### config.mk
export PLATFORM = sky130hd
export DESIGN_NAME = mux_n_to_1_reg
export DESIGN_NICKNAME = d
export VERILOG_FILES = /design/src/rtl/mux_n_to_1_reg.sv
export SDC_FILE = /design/constraint.sdc
export NUM_CORES = 1
export LEC_CHECK = 0
export ABC_AREA = 1
export BUFFER_PORTS_ARGS = -buffer_cell sky130_fd_sc_hd__buf_2
export CORE_MARGIN = 8
export CORE_UTILIZATION = 51
export CTS_CLUSTER_DIAMETER = 40
export DETAILED_ROUTE_END_ITERATION = 6
export GPL_ROUTABILITY_DRIVEN = 1
export PLACE_DENSITY = 0.95
export SYNTH_ARGS = -nofsm -noshare
export SYNTH_HDL_FRONTEND = slang
export SYNTH_SLANG_ARGS = --single-unit
export TNS_END_PERCENT = 50
### constraint.sdc
create_clock -name Clk -period 3.6 [get_ports Clk]
set_input_delay 0.54 -clock Clk [delete_from_list [all_inputs] [get_ports Clk]]
set_output_delay 0.54 -clock Clk [all_outputs]
set_load 0.005 [all_outputs]
### src/rtl/mux_n_to_1_reg.sv
// N:1 valid/ready multiplexer with a single registered output stage.
// Channel choice is either the explicit sel index or round-robin from ptr.
module mux_n_to_1_reg #(
    parameter  int DATAWIDTH = 8,
    parameter  int NUM_IN    = 4,
    localparam int SELWIDTH  = $clog2(NUM_IN)
) (
    input  logic                        Clk,
    input  logic                        Rst_n,
    input  logic [NUM_IN*DATAWIDTH-1:0] in_data,
    input  logic [NUM_IN-1:0]           in_valid,
    output logic [NUM_IN-1:0]           in_ready,
    input  logic                        mode,
    input  logic [SELWIDTH-1:0]         sel,
    output logic [DATAWIDTH-1:0]        d,
    output logic                        d_valid,
    input  logic                        d_ready,
    output logic [SELWIDTH-1:0]         d_chan
);

    // Pad to a power of two so an out-of-range sel reads a zero valid bit.
    localparam int NUM_PAD = 1 << SELWIDTH;

    logic [NUM_PAD*DATAWIDTH-1:0] w_data_pad;
    logic [NUM_PAD-1:0]           w_valid_pad;
    logic                         w_load;
    logic [SELWIDTH-1:0]          w_rr_idx;
    logic                         w_rr_found;
    logic [SELWIDTH-1:0]          w_grant;
    logic                         w_grant_valid;

    logic [DATAWIDTH-1:0]         r_d;
    logic                         r_d_valid;
    logic [SELWIDTH-1:0]          r_d_chan;
    logic [SELWIDTH-1:0]          r_ptr;

    assign w_data_pad  = (NUM_PAD*DATAWIDTH)'(in_data);
    assign w_valid_pad = NUM_PAD'(in_valid);
    assign w_load      = ~r_d_valid | d_ready;

    always_comb begin
        int v_idx;
        v_idx      = 0;
        w_rr_found = 1'b0;
        w_rr_idx   = '0;
        for (int k = 0; k < NUM_IN; k++) begin
            v_idx = int'(r_ptr) + k;
            if (v_idx >= NUM_IN) v_idx = v_idx - NUM_IN;
            if (!w_rr_found && w_valid_pad[SELWIDTH'(v_idx)]) begin
                w_rr_found = 1'b1;
                w_rr_idx   = SELWIDTH'(v_idx);
            end
        end
    end

    always_comb begin
        if (mode) begin
            w_grant       = w_rr_idx;
            w_grant_valid = w_rr_found;
        end else begin
            w_grant       = sel;
            w_grant_valid = w_valid_pad[sel];
        end
    end

    always_comb begin
        in_ready = '0;
        for (int i = 0; i < NUM_IN; i++) begin
            in_ready[i] = Rst_n & w_load & w_grant_valid & (w_grant == SELWIDTH'(i));
        end
    end

    always_ff @(posedge Clk or negedge Rst_n) begin
        if (!Rst_n) begin
            r_d       <= '0;
            r_d_valid <= 1'b0;
            r_d_chan  <= '0;
            r_ptr     <= '0;
        end else if (w_load) begin
            if (w_grant_valid) begin
                r_d       <= w_data_pad[w_grant*DATAWIDTH +: DATAWIDTH];
                r_d_chan  <= w_grant;
                r_d_valid <= 1'b1;
                if (mode) begin
                    r_ptr <= (w_grant == SELWIDTH'(NUM_IN-1)) ? '0 : w_grant + 1'b1;
                end
            end else begin
                r_d_valid <= 1'b0;
            end
        end
    end

    assign d       = r_d;
    assign d_valid = r_d_valid;
    assign d_chan  = r_d_chan;

endmodule

# After elaboration in Yosys (flattened, before gate mapping)
# Index checks and enable logic that the tools add are counted.
# op_classes
n_addsub	8
order_cmp	9
eq_ne	3
n_shift	1
muxes	30
bitwise_logic	8
reduce_logical	9
# op_table
operator	n
32-bit by 6-bit variable part select with 8-bit output	1
2-bit two-way mux	10
2-bit by 4-bit < comparator with 1-bit output (second input constant)	4
1-bit two-way mux	15
1-bit binary-select mux with 2-bit select	5
3-bit greater-or-equal comparator (second input constant)	3
2-bit by 1-bit subtractor with 2-bit output (second input constant)	4
2-bit by 2-bit adder with 3-bit output (second input constant)	2
1-bit bitwise AND	6
2-bit == test (second input constant)	2
2-bit by 1-bit adder with 3-bit output (second input constant)	1
2-bit by 3-bit greater-or-equal comparator with 1-bit output (second input constant)	1
1-bit logical AND	3
1-bit logical NOT	3
2-bit by 3-bit < comparator with 1-bit output (second input constant)	1
3-bit AND reduction	1
2-bit by 1-bit adder with 2-bit output (second input constant)	1
2-bit by 1-bit == test with 1-bit output (second input constant)	1
2-bit logical NOT	1
2-bit AND reduction	1
1-bit inverter	1
1-bit OR	1
# totals
register_bits	13
inputBits	42
out_inout_bits	15
wordCells	72

# Logic depth before layout (Yosys ltp)
# Gate-level depths: netlist (run 1).
# logic_depth
ltp_word	18
depth_mapped	17
mapped_depth_nobuf	16

# Worst setup path after synthesis (run 1)
# OpenSTA, ideal clock, no wires.
# synth_timing
kind	in2out
startpoint	input in_valid[2]
endpoint	output in_ready[3]
arrival_time_ns	1.730
required_ns	3.060
path_slack_ns	1.330
path_stages	13
path_buffers	1
path_cell_list	inv_1 -> nand2_1 -> nand3_1 -> nand2_2 -> nor2_4 -> nand2_1 -> o21ai_1 -> nor2_1 -> nor2_4 -> buf_6 -> ha_1 -> inv_1 -> nor2_1
# synth_between
elab_chain_cells	16
elab_cells_between_ends	33
cone_classes	eq/ne (1); mux (24); bitwise (2); reduce/logical (6)
# synth_rtl
item	line_no	rtl
start: declaration	11	input logic [NUM_IN-1:0] in_valid,
1-bit binary-select mux with 2-bit select	49	if (!w_rr_found && w_valid_pad[SELWIDTH'(v_idx)]) begin
1-bit two-way mux (not written as such) (2 in series)	49	
1-bit two-way mux	49	
1-bit logical NOT	49	
1-bit logical AND	49	
1-bit two-way mux	49	
1-bit logical NOT	49	
1-bit logical AND	49	
1-bit two-way mux	49	
1-bit logical NOT	49	
1-bit logical AND	49	
2-bit two-way mux / 1-bit two-way mux (equally long branches)	49	
2-bit two-way mux / 1-bit two-way mux (equally long branches)	57	if (mode) begin
2-bit == test / 1-bit bitwise AND (equally long branches)	69	in_ready[i] = Rst_n & w_load & w_grant_valid & (w_grant == SELWIDTH'(i));
1-bit bitwise AND *	69	
end: declaration	12	output logic [NUM_IN-1:0] in_ready,
# Mark *: on every way between the ends. The rest lies on a longest branch, timed or not. The select of a mux whose other input is x is not followed.

# Worst setup path after layout (run 1)
# layout_timing
startpoint	register r_ptr[0]
endpoint	output in_ready[3]
# layout_between
elab_chain_cells	18
elab_cells_between_ends	46
cone_classes	add/sub (7); order compare (4); eq/ne (1); mux (26); bitwise (2); reduce/logical (6)
# layout_rtl
item	line_no	rtl
start: declaration	35	logic [SELWIDTH-1:0] r_ptr;
start signal: assignment	85	r_ptr <= (w_grant == SELWIDTH'(NUM_IN-1)) ? '0 : w_grant + 1'b1;
branches (longest 17 deep; another with 2-bit by 1-bit adder with 3-bit output)	--	
1-bit bitwise AND *	69	
# Mark *: on every way between the ends. The select of a mux whose other input is x is not followed.

==> impl_metrics.csv, run 1 <==
group,metric,value,unit
synth,synthCells,220,
drt,antenna_left,0,
global_routing,grt_usage,16.7,%
floorplanning,rows,18,
pwr,p_sw,610,uW
setup_path,cp-end-kind,"output port",
synth,netlist_area,0.00133,mm^2
pwr,intPower,527,uW
placed_design,gp_routability_congestion,0.920,
setup_path,worstSetupStartpointType,"register",
global_routing,grt_pass1_vias,1493,
global_routing,grt_pass1_wl,6090,um
synth,synth-seq-cells,13,
setup_path,cp.required,3.06,ns
pwr,p_seq_share,24.3,%
floorplanning,fp.coreArea,0.00248,mm^2
min_path,hp-class,"in -> async",
setup_path,crit_chain,"inv_2, nand2_1, nand2_2, nand2_1, nand2_1, nor2_1, nor2_1, nand2_2, nand3_4, nand2_4, ha_1, inv_1, nor2_1, buf_2",
cells_and_area,fin_nets,315,
placed_design,placed_area,0.00156,mm^2
clock_network,worstSkewPairLatency,0.27,ns
synth,synth_area_per_cell,6.03,um^2
cells_and_area,drive_gt1_share,33.6,%
synth,synth_fp_nets,263,
setup_path,crit_end,"in_ready[3]",
sta,fmax,0.315,GHz
clock_network,ctsLongestPathBuffers,2,
global_routing,grt_remaining_overflow,0,
sta,rsz0062_at_grt,"no",
setup_path,arrival,2.63,ns
global_routing,grt_max_degree,22,
sta,setup_viol,0,
setup_path,r2r_start,"r_ptr[0]$_DFFE_PN0P_",
setup_path,r2r_end,"r_ptr[1]$_DFFE_PN0P_",
synth,seq_area_frac_synth,24.5,%
sta,fin_crit_sh,88.1,%
floorplanning,initial_core_util,53.6,%
drt,via_per_inst,5.08,
clock_network,tritoncts,"yes",
drt,totalWireLength,3720,um
drt,dr.pass1.iters,4,
cells_and_area,fin_area,0.00159,mm^2
synth,yosysTopAreaCellShare,26.3,%
clock_network,root_buffer,"clkbuf_4",
floorplanning,die_x,67.0,um
sta,finClkSkew,0.000595,ns
placed_design,dpl.hpwl,3050,um
sta,drv_slew,0,
global_routing,antenna_found_initial,0,
placed_design,dpl.cell_count,297,
cells_and_area,fill_cells,238,
synth,synth_top_area_cell,"nand2_1",
pwr,power_frac_comb,67.8,%
sta,maxSlewHeadroom,57.9,%
pwr,vdd_drop_max,0.482,mV
floorplanning,top_level_ports,57,
pwr,pwr_density_cell,715,mW/mm^2
run_status,status,"finished, final reports clean",
pwr,p_leak,0.997,nW
floorplanning,die_area,0.00449,mm^2
cells_and_area,stdcell_count,301,
clock_network,htree_levels,1,
sta,setup_tns,0,ns
setup_path,rr_worst_depth,12,
sta,finalCriticalPeriod,3.17,ns
setup_path,slowest_stage,"dfrtp_1",
cells_and_area,diodes,0,
clock_network,cts-buffers-inserted,3,
run,cap_viol_max_count,0,
synth,ys_types,25,
clock_network,cts_resized,0,
synth,yosys_warnings,0,
sta,worst_pin_slew,0.630,ns
drt,via_count,1530,
pwr,power.share.switching,53.6,%
clock_network,cts.clk_slew.worst_paths,0.08,ns
setup_path,critical_path_class,"reg -> out",
synth,synthTopCellsByArea,"nand2_1, dfrtp_1, nand3_1, nand2_2, inv_1",
drt,wire_per_inst,12.4,um
floorplanning,die_h,67.0,um
setup_path,path_max_fanout,21,
sta,hold_viol,0,
clock_network,post-cts-setup-buffers,0,
drt,drcViolationCount,0,
setup_path,reg2reg_slack,1.21,ns
placed_design,portBuffers,56,
cells_and_area,areaGrowthSynthToFinish,19.7,%
pwr,p_clk_share,7.9,%
clock_network,cts.sinks,13,
drt,first_iter_violations,96,
clock_network,cts_hold_buf,0,
setup_path,cpPeakStageDelay,0.62,ns
setup_path,startpoint,"r_ptr[0]$_DFFE_PN0P_",
-- worst min path at each step --
stage / from / to / slack (ns) / cells past startpoint
2_1_floorplan: Rst_n / d[0]$_DFFE_PN0P_ / 0.24 / 0
3_3_place_gp: Rst_n / d_chan[0]$_DFFE_PN0P_ / 0.45 / 1
3_5_place_dp: Rst_n / d_chan[0]$_DFFE_PN0P_ / 0.45 / 1
4_1_cts: Rst_n / d[7]$_DFFE_PN0P_ / 0.15 / 1
5_1_grt: Rst_n / d[7]$_DFFE_PN0P_ / 0.15 / 1
6_report: Rst_n / d_chan[0]$_DFFE_PN0P_ / 0.14 / 1
-- layer usage --
layer	track usage, %	wire length, um	vias to the layer above
met5	0	0	-
met4	2.61	37	0
met3	5.87	325	7
met2	30.2	1890	62
met1	18.5	1470	685
li1	-	-	776
-- placed cells by master (no fill, tap or decap) --
cell	Yosys	routed
nor2_2	1	1
clkbuf_4	0	3
o21ai_1	4	4
o211ai_2	1	1
dfrtp_1	13	13
nand2_2	17	17
nand3_2	1	1
o211ai_1	1	1
nor3_2	3	3
clkbuf_1	1	1
nand3_1	32	32
o21ai_0	2	2
nand2_1	93	93
buf_2	1	56
inv_2	5	5
a21oi_1	1	1
ha_1	1	1
nand3_4	1	1
inv_1	24	24
nor2_1	8	8
nor2_4	2	2
nand2_4	1	1
-- cell families (layout without fill, tap and decap cells) --
family / count (synthesis) / in the layout / share of synthesized area, %
simple gates: 159 / 159 / 56.0
buf+inv: 38 / 89 / 14.4
flops: 13 / 13 / 24.5
compound gates: 9 / 9 / 4.15
fa+ha+maj: 1 / 1 / 0.942
-- Yosys cell counts (all sizes together) --
master	n
a21oi	1
buf	7
clkbuf	2
dfrtp	13
ha	1
inv	29
nand2	111
nand3	34
nor2	11
nor3	3
o211ai	2
o21ai	6
-- metrics by stage --
step           power, mW  setup slack (ns)  utilization, %  hold WS (ns)
5_1_grt             1.25             0.193            64.1         0.148
6_report            1.14             0.429            64.1         0.142
3_5_place_dp        1.04             0.751            63.1         0.446
3_3_place_gp        1.03             0.784            63.1         0.447
4_1_cts             1.14             0.459            64.1         0.148
2_1_floorplan      0.908              1.33               -         0.244
-- final cells by class --
type | count | area, um^2 | share of cell area (%)
Clock buffer | 4 | 26.3 | 1.65
Inverter | 29 | 109 | 6.85
Multi-Input combinational cell | 169 | 811 | 51.0
Sequential cell | 13 | 325 | 20.5
Tap cell | 30 | 37.5 | 2.36
Timing Repair Buffer | 56 | 280 | 17.6
-- flip-flops by register name, summed over array words and instances, names as in the netlist --
name     flops
d            8
d_chan       2
d_valid      1
r_ptr        2
-- power groups by stage --
stage	logic (mW)	clock network (mW)	registers (mW)
floorplan	0.646	0	0.261
CTS	0.773	0.0895	0.274
finish	0.771	0.0898	0.276
global route	0.873	0.0943	0.286
detailed placement	0.770	0	0.275
global placement	0.753	0	0.272
-- critical path, delay by kind of cell (launching register included) --
| kind | cells | cell delay, ns |
|---|---|---|
| adder cells (fa/ha/maj) | 1 | 0.21 |
| flip-flops | 1 | 0.62 |
| buffers and inverters | 3 | 0.32 |
| AND/OR/NAND/NOR | 10 | 1.20 |
Power figures use the tool's default switching activity.
==> run 2, diff against run 1 <==
- CELL_PAD_IN_SITES_DETAIL_PLACEMENT: unset -> 1
- CELL_PAD_IN_SITES_GLOBAL_PLACEMENT: unset -> 1
- CORE_UTILIZATION: 51 -> 34
==> impl_metrics.csv, run 2 (synthesis gave the netlist of run 1 again) <==
group,metric,value,unit
global_routing,grt_remaining_overflow,0,
setup_path,arrival,2.57,ns
setup_path,critical_path_class,"reg -> out",
run_status,status,"finished, final reports clean",
placed_design,gp_routability_congestion,0.865,
pwr,pwr_density_cell,734,mW/mm^2
cells_and_area,layout_common_cells,"nand2_1, buf_2, nand3_1",
clock_network,htree_levels,1,
clock_network,cts_resized,0,
setup_path,worstSetupStartpointType,"register",
floorplanning,die_h,78.5,um
clock_network,cts.clk_slew.worst_paths,0.06,ns
cells_and_area,fin_nets,316,
sta,postLayoutSetupSlackWorst,0.488,ns
clock_network,cts-buffers-inserted,3,
global_routing,antenna_found_initial,0,
sta,worst_pin_slew,0.634,ns
clock_network,post-cts-setup-buffers,0,
placed_design,portBuffers,56,
drt,via_per_inst,4.82,
placed_design,dpl.hpwl,3680,um
sta,drv_slew,0,
drt,antenna_left,0,
clock_network,ctsLongestPathBuffers,2,
floorplanning,top_level_ports,57,
setup_path,cp.required,3.06,ns
min_path,hp-class,"in -> async",
clock_network,tritoncts,"yes",
clock_network,worstSkewPairLatency,0.25,ns
sta,hold_viol,0,
setup_path,cpPeakStageDelay,0.53,ns
setup_path,crit_top_cell,"nor2_1",
drt,totalWireLength,4380,um
drt,wire_per_inst,13.7,um
floorplanning,rows,22,
cells_and_area,drive_gt1_share,33.8,%
global_routing,grt_pass1_wl,7620,um
cells_and_area,diodes,0,
sta,fmax,0.321,GHz
setup_path,path_max_fanout,21,
global_routing,grt_max_degree,22,
sta,hold_ws,0.183,ns
floorplanning,fp.coreArea,0.00372,mm^2
pwr,finalPower,1.20,mW
drt,via_count,1541,
floorplanning,initial_core_util,35.7,%
placed_design,dpl.cell_count,316,
drt,drcViolationCount,0,
placed_design,dpl_worst_slack,0.697,ns
clock_network,cts_hold_buf,0,
cells_and_area,areaGrowthSynthToFinish,23.4,%
cells_and_area,layout_commonest_cell,"nand2_1",
floorplanning,die_x,78.5,um
global_routing,grt_usage,14.7,%
sta,maxSlewHeadroom,57.6,%
cells_and_area,fill_cells,566,
setup_path,crit_buf_inv,3,
sta,rsz0062_at_grt,"no",
pwr,vdd_drop_max,0.204,mV
setup_path,reg2reg_slack,1.15,ns
cells_and_area,stdcell_count,320,
cells_and_area,largest_register_ffs,8,
setup_path,crit_family,"simple AND/OR/NAND/NOR gates",
sta,setup_tns,0,ns
run,cap_viol_max_count,0,
drt,dr.pass1.iters,4,
sta,finClkSkew,0.00331,ns
setup_path,slowest_stage,"dfrtp_1",
clock_network,cts.sinks,13,
pwr,p_leak,1.01,nW
clock_network,root_buffer,"clkbuf_8",
sta,fin_crit_sh,86.5,%
global_routing,grt_pass1_vias,1718,
setup_path,crit_chain,"inv_2, nand2_1, nand3_1, nand2_2, nor2_1, nor2_1, nand2_2, nand3_4, nand2_4, ha_1, inv_1, nor2_1, buf_2",
setup_path,cp-end-kind,"output port",
sta,setup_viol,0,
sta,finalCriticalPeriod,3.11,ns
drt,first_iter_violations,50,
floorplanning,die_area,0.00616,mm^2
run 2: cell types whose count changed in the layout (fill, tap and decap cells not counted):
| cell | previous run | this run |
|---|---|---|
| clkbuf_8 | 0 | 3 |
| clkbuf_4 | 3 | 0 |
| buf_4 | 0 | 1 |
run 2: cell type report:
class	instances	area, um^2	share of cell area, %
sequential	13	325	19.9
multi-input combinational	169	811	49.5
timing repair buffer	57	288	17.6
tap	48	60.1	3.67
inverter	29	109	6.65
clock buffer	4	45.0	2.75
run 2: through the flow:
step	cell area [um^2]	util (%)
after floorplan	1330	-
after global placement	1590	42.9
after detailed placement	1590	42.9
after CTS	1640	44.1
after global routing	1640	44.1
final	1640	44.1
run 2: per-layer routing:
| metal | routed length, um | global-route usage, % |
|---|---|---|
| met1 | 1890 | 17.3 |
| met2 | 2230 | 26.8 |
| met3 | 234 | 2.85 |
| met4 | 28 | 2.78 |
| met5 | 0 | 0 |
run 2: report_power, final:
| part | internal, mW | switching [mW] | total, mW |
|---|---|---|---|
| Combinational | 0.277 | 0.516 | 0.793 |
| Sequential | 0.213 | 0.0606 | 0.274 |
| Clock | 0.0783 | 0.0574 | 0.136 |
| Total | 0.568 | 0.634 | 1.20 |
run 2: worst paths after layout:
| check | from | depth (start not counted) | end |
|---|---|---|---|
| min reg2reg | d[4]$_DFFE_PN0P_ | 2 | d[4]$_DFFE_PN0P_ |
| max | r_ptr[0]$_DFFE_PN0P_ | 13 | in_ready[3] |
| min | Rst_n | 1 | d_valid$_DFFE_PN0N_ |
| max reg2reg | r_ptr[0]$_DFFE_PN0P_ | 12 | r_ptr[1]$_DFFE_PN0P_ |
| max in group asynchronous | Rst_n | 1 | d_chan[0]$_DFFE_PN0P_ |
| min in group Clk | d_ready | 2 | d_valid$_DFFE_PN0N_ |
run 2: worst register-to-register path, cell delays in order (launching register included):
cell and delay [ns]:
dfrtp_1 0.59, inv_2 0.15, nand2_1 0.12, nand3_1 0.12, nand2_2 0.15, nor2_1 0.08, nor2_1 0.11, nand2_2 0.08
nand3_4 0.17, nand2_4 0.22, ha_1 0.38, nand3_1 0.10, nand2_1 0.06
==> run 3, diff against run 2 <==
- CELL_PAD_IN_SITES_DETAIL_PLACEMENT: 1 -> 0
==> impl_metrics.csv, run 3 (synthesis gave the netlist of run 1 again) <==
group,metric,value,unit
run_status,status,"finished, final reports clean",
pwr,power_frac_comb,65.6,%
global_routing,grt_max_degree,22,
cells_and_area,fin_nets,316,
drt,antenna_left,0,
sta,hold_viol,0,
pwr,power.share.switching,51.3,%
setup_path,crit_chain,"inv_2, nand2_1, nand3_1, nand2_2, nor2_1, nor2_1, nand2_2, nand3_4, nand2_4, ha_1, inv_1, nor2_1, buf_2",
sta,rsz0062_at_grt,"no",
clock_network,root_buffer,"clkbuf_8",
sta,finalCriticalPeriod,3.06,ns
clock_network,cts.clk_slew.worst_paths,0.06,ns
cells_and_area,layout_commonest_cell,"nand2_1",
sta,maxSlewHeadroom,59.0,%
setup_path,cpPeakStageDelay,0.52,ns
min_path,hp-class,"in -> async",
global_routing,grtUsageMet3,5.35,%
floorplanning,top_level_ports,57,
setup_path,crit_top_cell,"nor2_1",
sta,hold_ws,0.187,ns
pwr,vdd_drop_max,0.207,mV
clock_network,ctsLongestPathBuffers,2,
setup_path,path_max_fanout,21,
setup_path,arrival,2.52,ns
sta,fin_crit_sh,85.0,%
setup_path,cp-end-kind,"output port",
placed_design,dpl.hpwl,3100,um
pwr,p_clk_share,11.2,%
sta,setup_viol,0,
global_routing,antenna_found_initial,0,
clock_network,cts_resized,0,
drt,first_iter_violations,57,
placed_design,portBuffers,56,
sta,finClkSkew,0.000831,ns
setup_path,slowest_stage,"dfrtp_1",
placed_design,gp_routability_congestion,0.865,
sta,fmax,0.327,GHz
global_routing,grt_busiest_layer,"met2",
setup_path,worstSetupStartpointType,"register",
global_routing,grt_usage,12.5,%
drt,dr.pass1.iters,4,
floorplanning,rows,22,
global_routing,grt_pass1_vias,1471,
floorplanning,die_x,78.5,um
clock_network,tritoncts,"yes",
global_routing,grt_pass1_wl,6440,um
run,cap_viol_max_count,0,
drt,wire_per_inst,11.5,um
sta,worst_pin_slew,0.614,ns
floorplanning,initial_core_util,35.7,%
global_routing,met1_usage,14.0,%
clock_network,post-cts-setup-buffers,0,
global_routing,grt_use_met2,20.9,%
clock_network,cts_hold_buf,0,
clock_network,worstSkewPairLatency,0.24,ns
setup_path,critical_path_class,"reg -> out",
floorplanning,die_area,0.00616,mm^2
clock_network,cts-buffers-inserted,3,
placed_design,dpl.cell_count,316,
cells_and_area,diodes,0,
cells_and_area,drive_gt1_share,34.2,%
cells_and_area,stdcell_count,320,
pwr,p_leak,1.01,nW
drt,drcViolationCount,0,
pwr,p_sw,595,uW
pwr,p_seq_share,23.2,%
cells_and_area,layout_common_cells,"nand2_1, buf_2, nand3_1",
floorplanning,fp.coreArea,0.00372,mm^2
pwr,intPower,565,uW
clock_network,cts.sinks,13,
drt,via_count,1476,
drt,totalWireLength,3690,um
setup_path,cp.required,3.06,ns
clock_network,htree_levels,1,
cells_and_area,areaGrowthSynthToFinish,23.5,%
sta,drv_slew,0,
cells_and_area,largest_register_ffs,8,
pwr,pwr_density_cell,708,mW/mm^2
global_routing,grt_remaining_overflow,0,
sta,setup_tns,0,ns
floorplanning,die_h,78.5,um
drt,via_per_inst,4.61,
[run 3: cell types whose count changed in the layout (fill, tap and decap cells not counted)]
cell,previous run,this run
clkinv_2,0,1
clkbuf_1,1,0
[run 3: power groups by stage]
stage / Combinational [mW] / Clock, mW / Sequential, mW
5_1_grt: 0.886 / 0.144 / 0.281
2_1_floorplan: 0.646 / 0 / 0.261
3_3_place_gp: 0.769 / 0 / 0.271
3_5_place_dp: 0.775 / 0 / 0.270
4_1_cts: 0.777 / 0.133 / 0.269
6_report: 0.761 / 0.129 / 0.269
[run 3: final cells by class]
type	instances	area [um^2]
Inverter	29	109
Fill cell	433	2080
Timing Repair Buffer	57	288
Clock buffer	3	41.3
Sequential cell	13	325
Tap cell	48	60.1
Clock inverter	1	5.00
Multi-Input combinational cell	169	811
[run 3: layer usage]
metal / vias to the layer above / part of all wire, %
met5: - / 0
met4: 0 / 1.2
met3: 6 / 9.4
met2: 56 / 45
met1: 634 / 44
li1: 780 / -
[run 3: critical path: cells and delay by family, from the launching register on]
family                   cells  cell delay (ns)
buffers and inverters        3             0.36
AND/OR/NAND/NOR              9             1.18
adder cells (fa/ha/maj)      1             0.20
flip-flops                   1             0.52
[run 3: final timing paths]
| path | cells after the start | slack (ns) | startpoint | to |
|---|---|---|---|---|
| worst max-delay path | 13 | 0.54 | r_ptr[0]$_DFFE_PN0P_ | in_ready[3] |
| worst min-delay path | 1 | 0.19 | Rst_n | d_valid$_DFFE_PN0N_ |
| worst max register to register | 12 | 1.25 | r_ptr[0]$_DFFE_PN0P_ | r_ptr[1]$_DFFE_PN0P_ |
| worst min register to register | 2 | 0.47 | d[4]$_DFFE_PN0P_ | d[4]$_DFFE_PN0P_ |
| max in group asynchronous | 1 | 3.17 | Rst_n | r_ptr[1]$_DFFE_PN0P_ |
| min in group Clk | 2 | 0.47 | d[4]$_DFFE_PN0P_ | d[4]$_DFFE_PN0P_ |
[run 3: per-stage QoR]
stage	total power [mW]	worst slack (ns)	utilization (%)	instance area (um^2)
finish	1.16	0.539	44.1	1640
CTS	1.18	0.537	44.1	1640
global placement	1.04	0.782	42.9	1590
global route	1.31	0.227	44.1	1640
floorplan	0.908	1.33	-	1330
detailed placement	1.04	0.763	42.9	1590
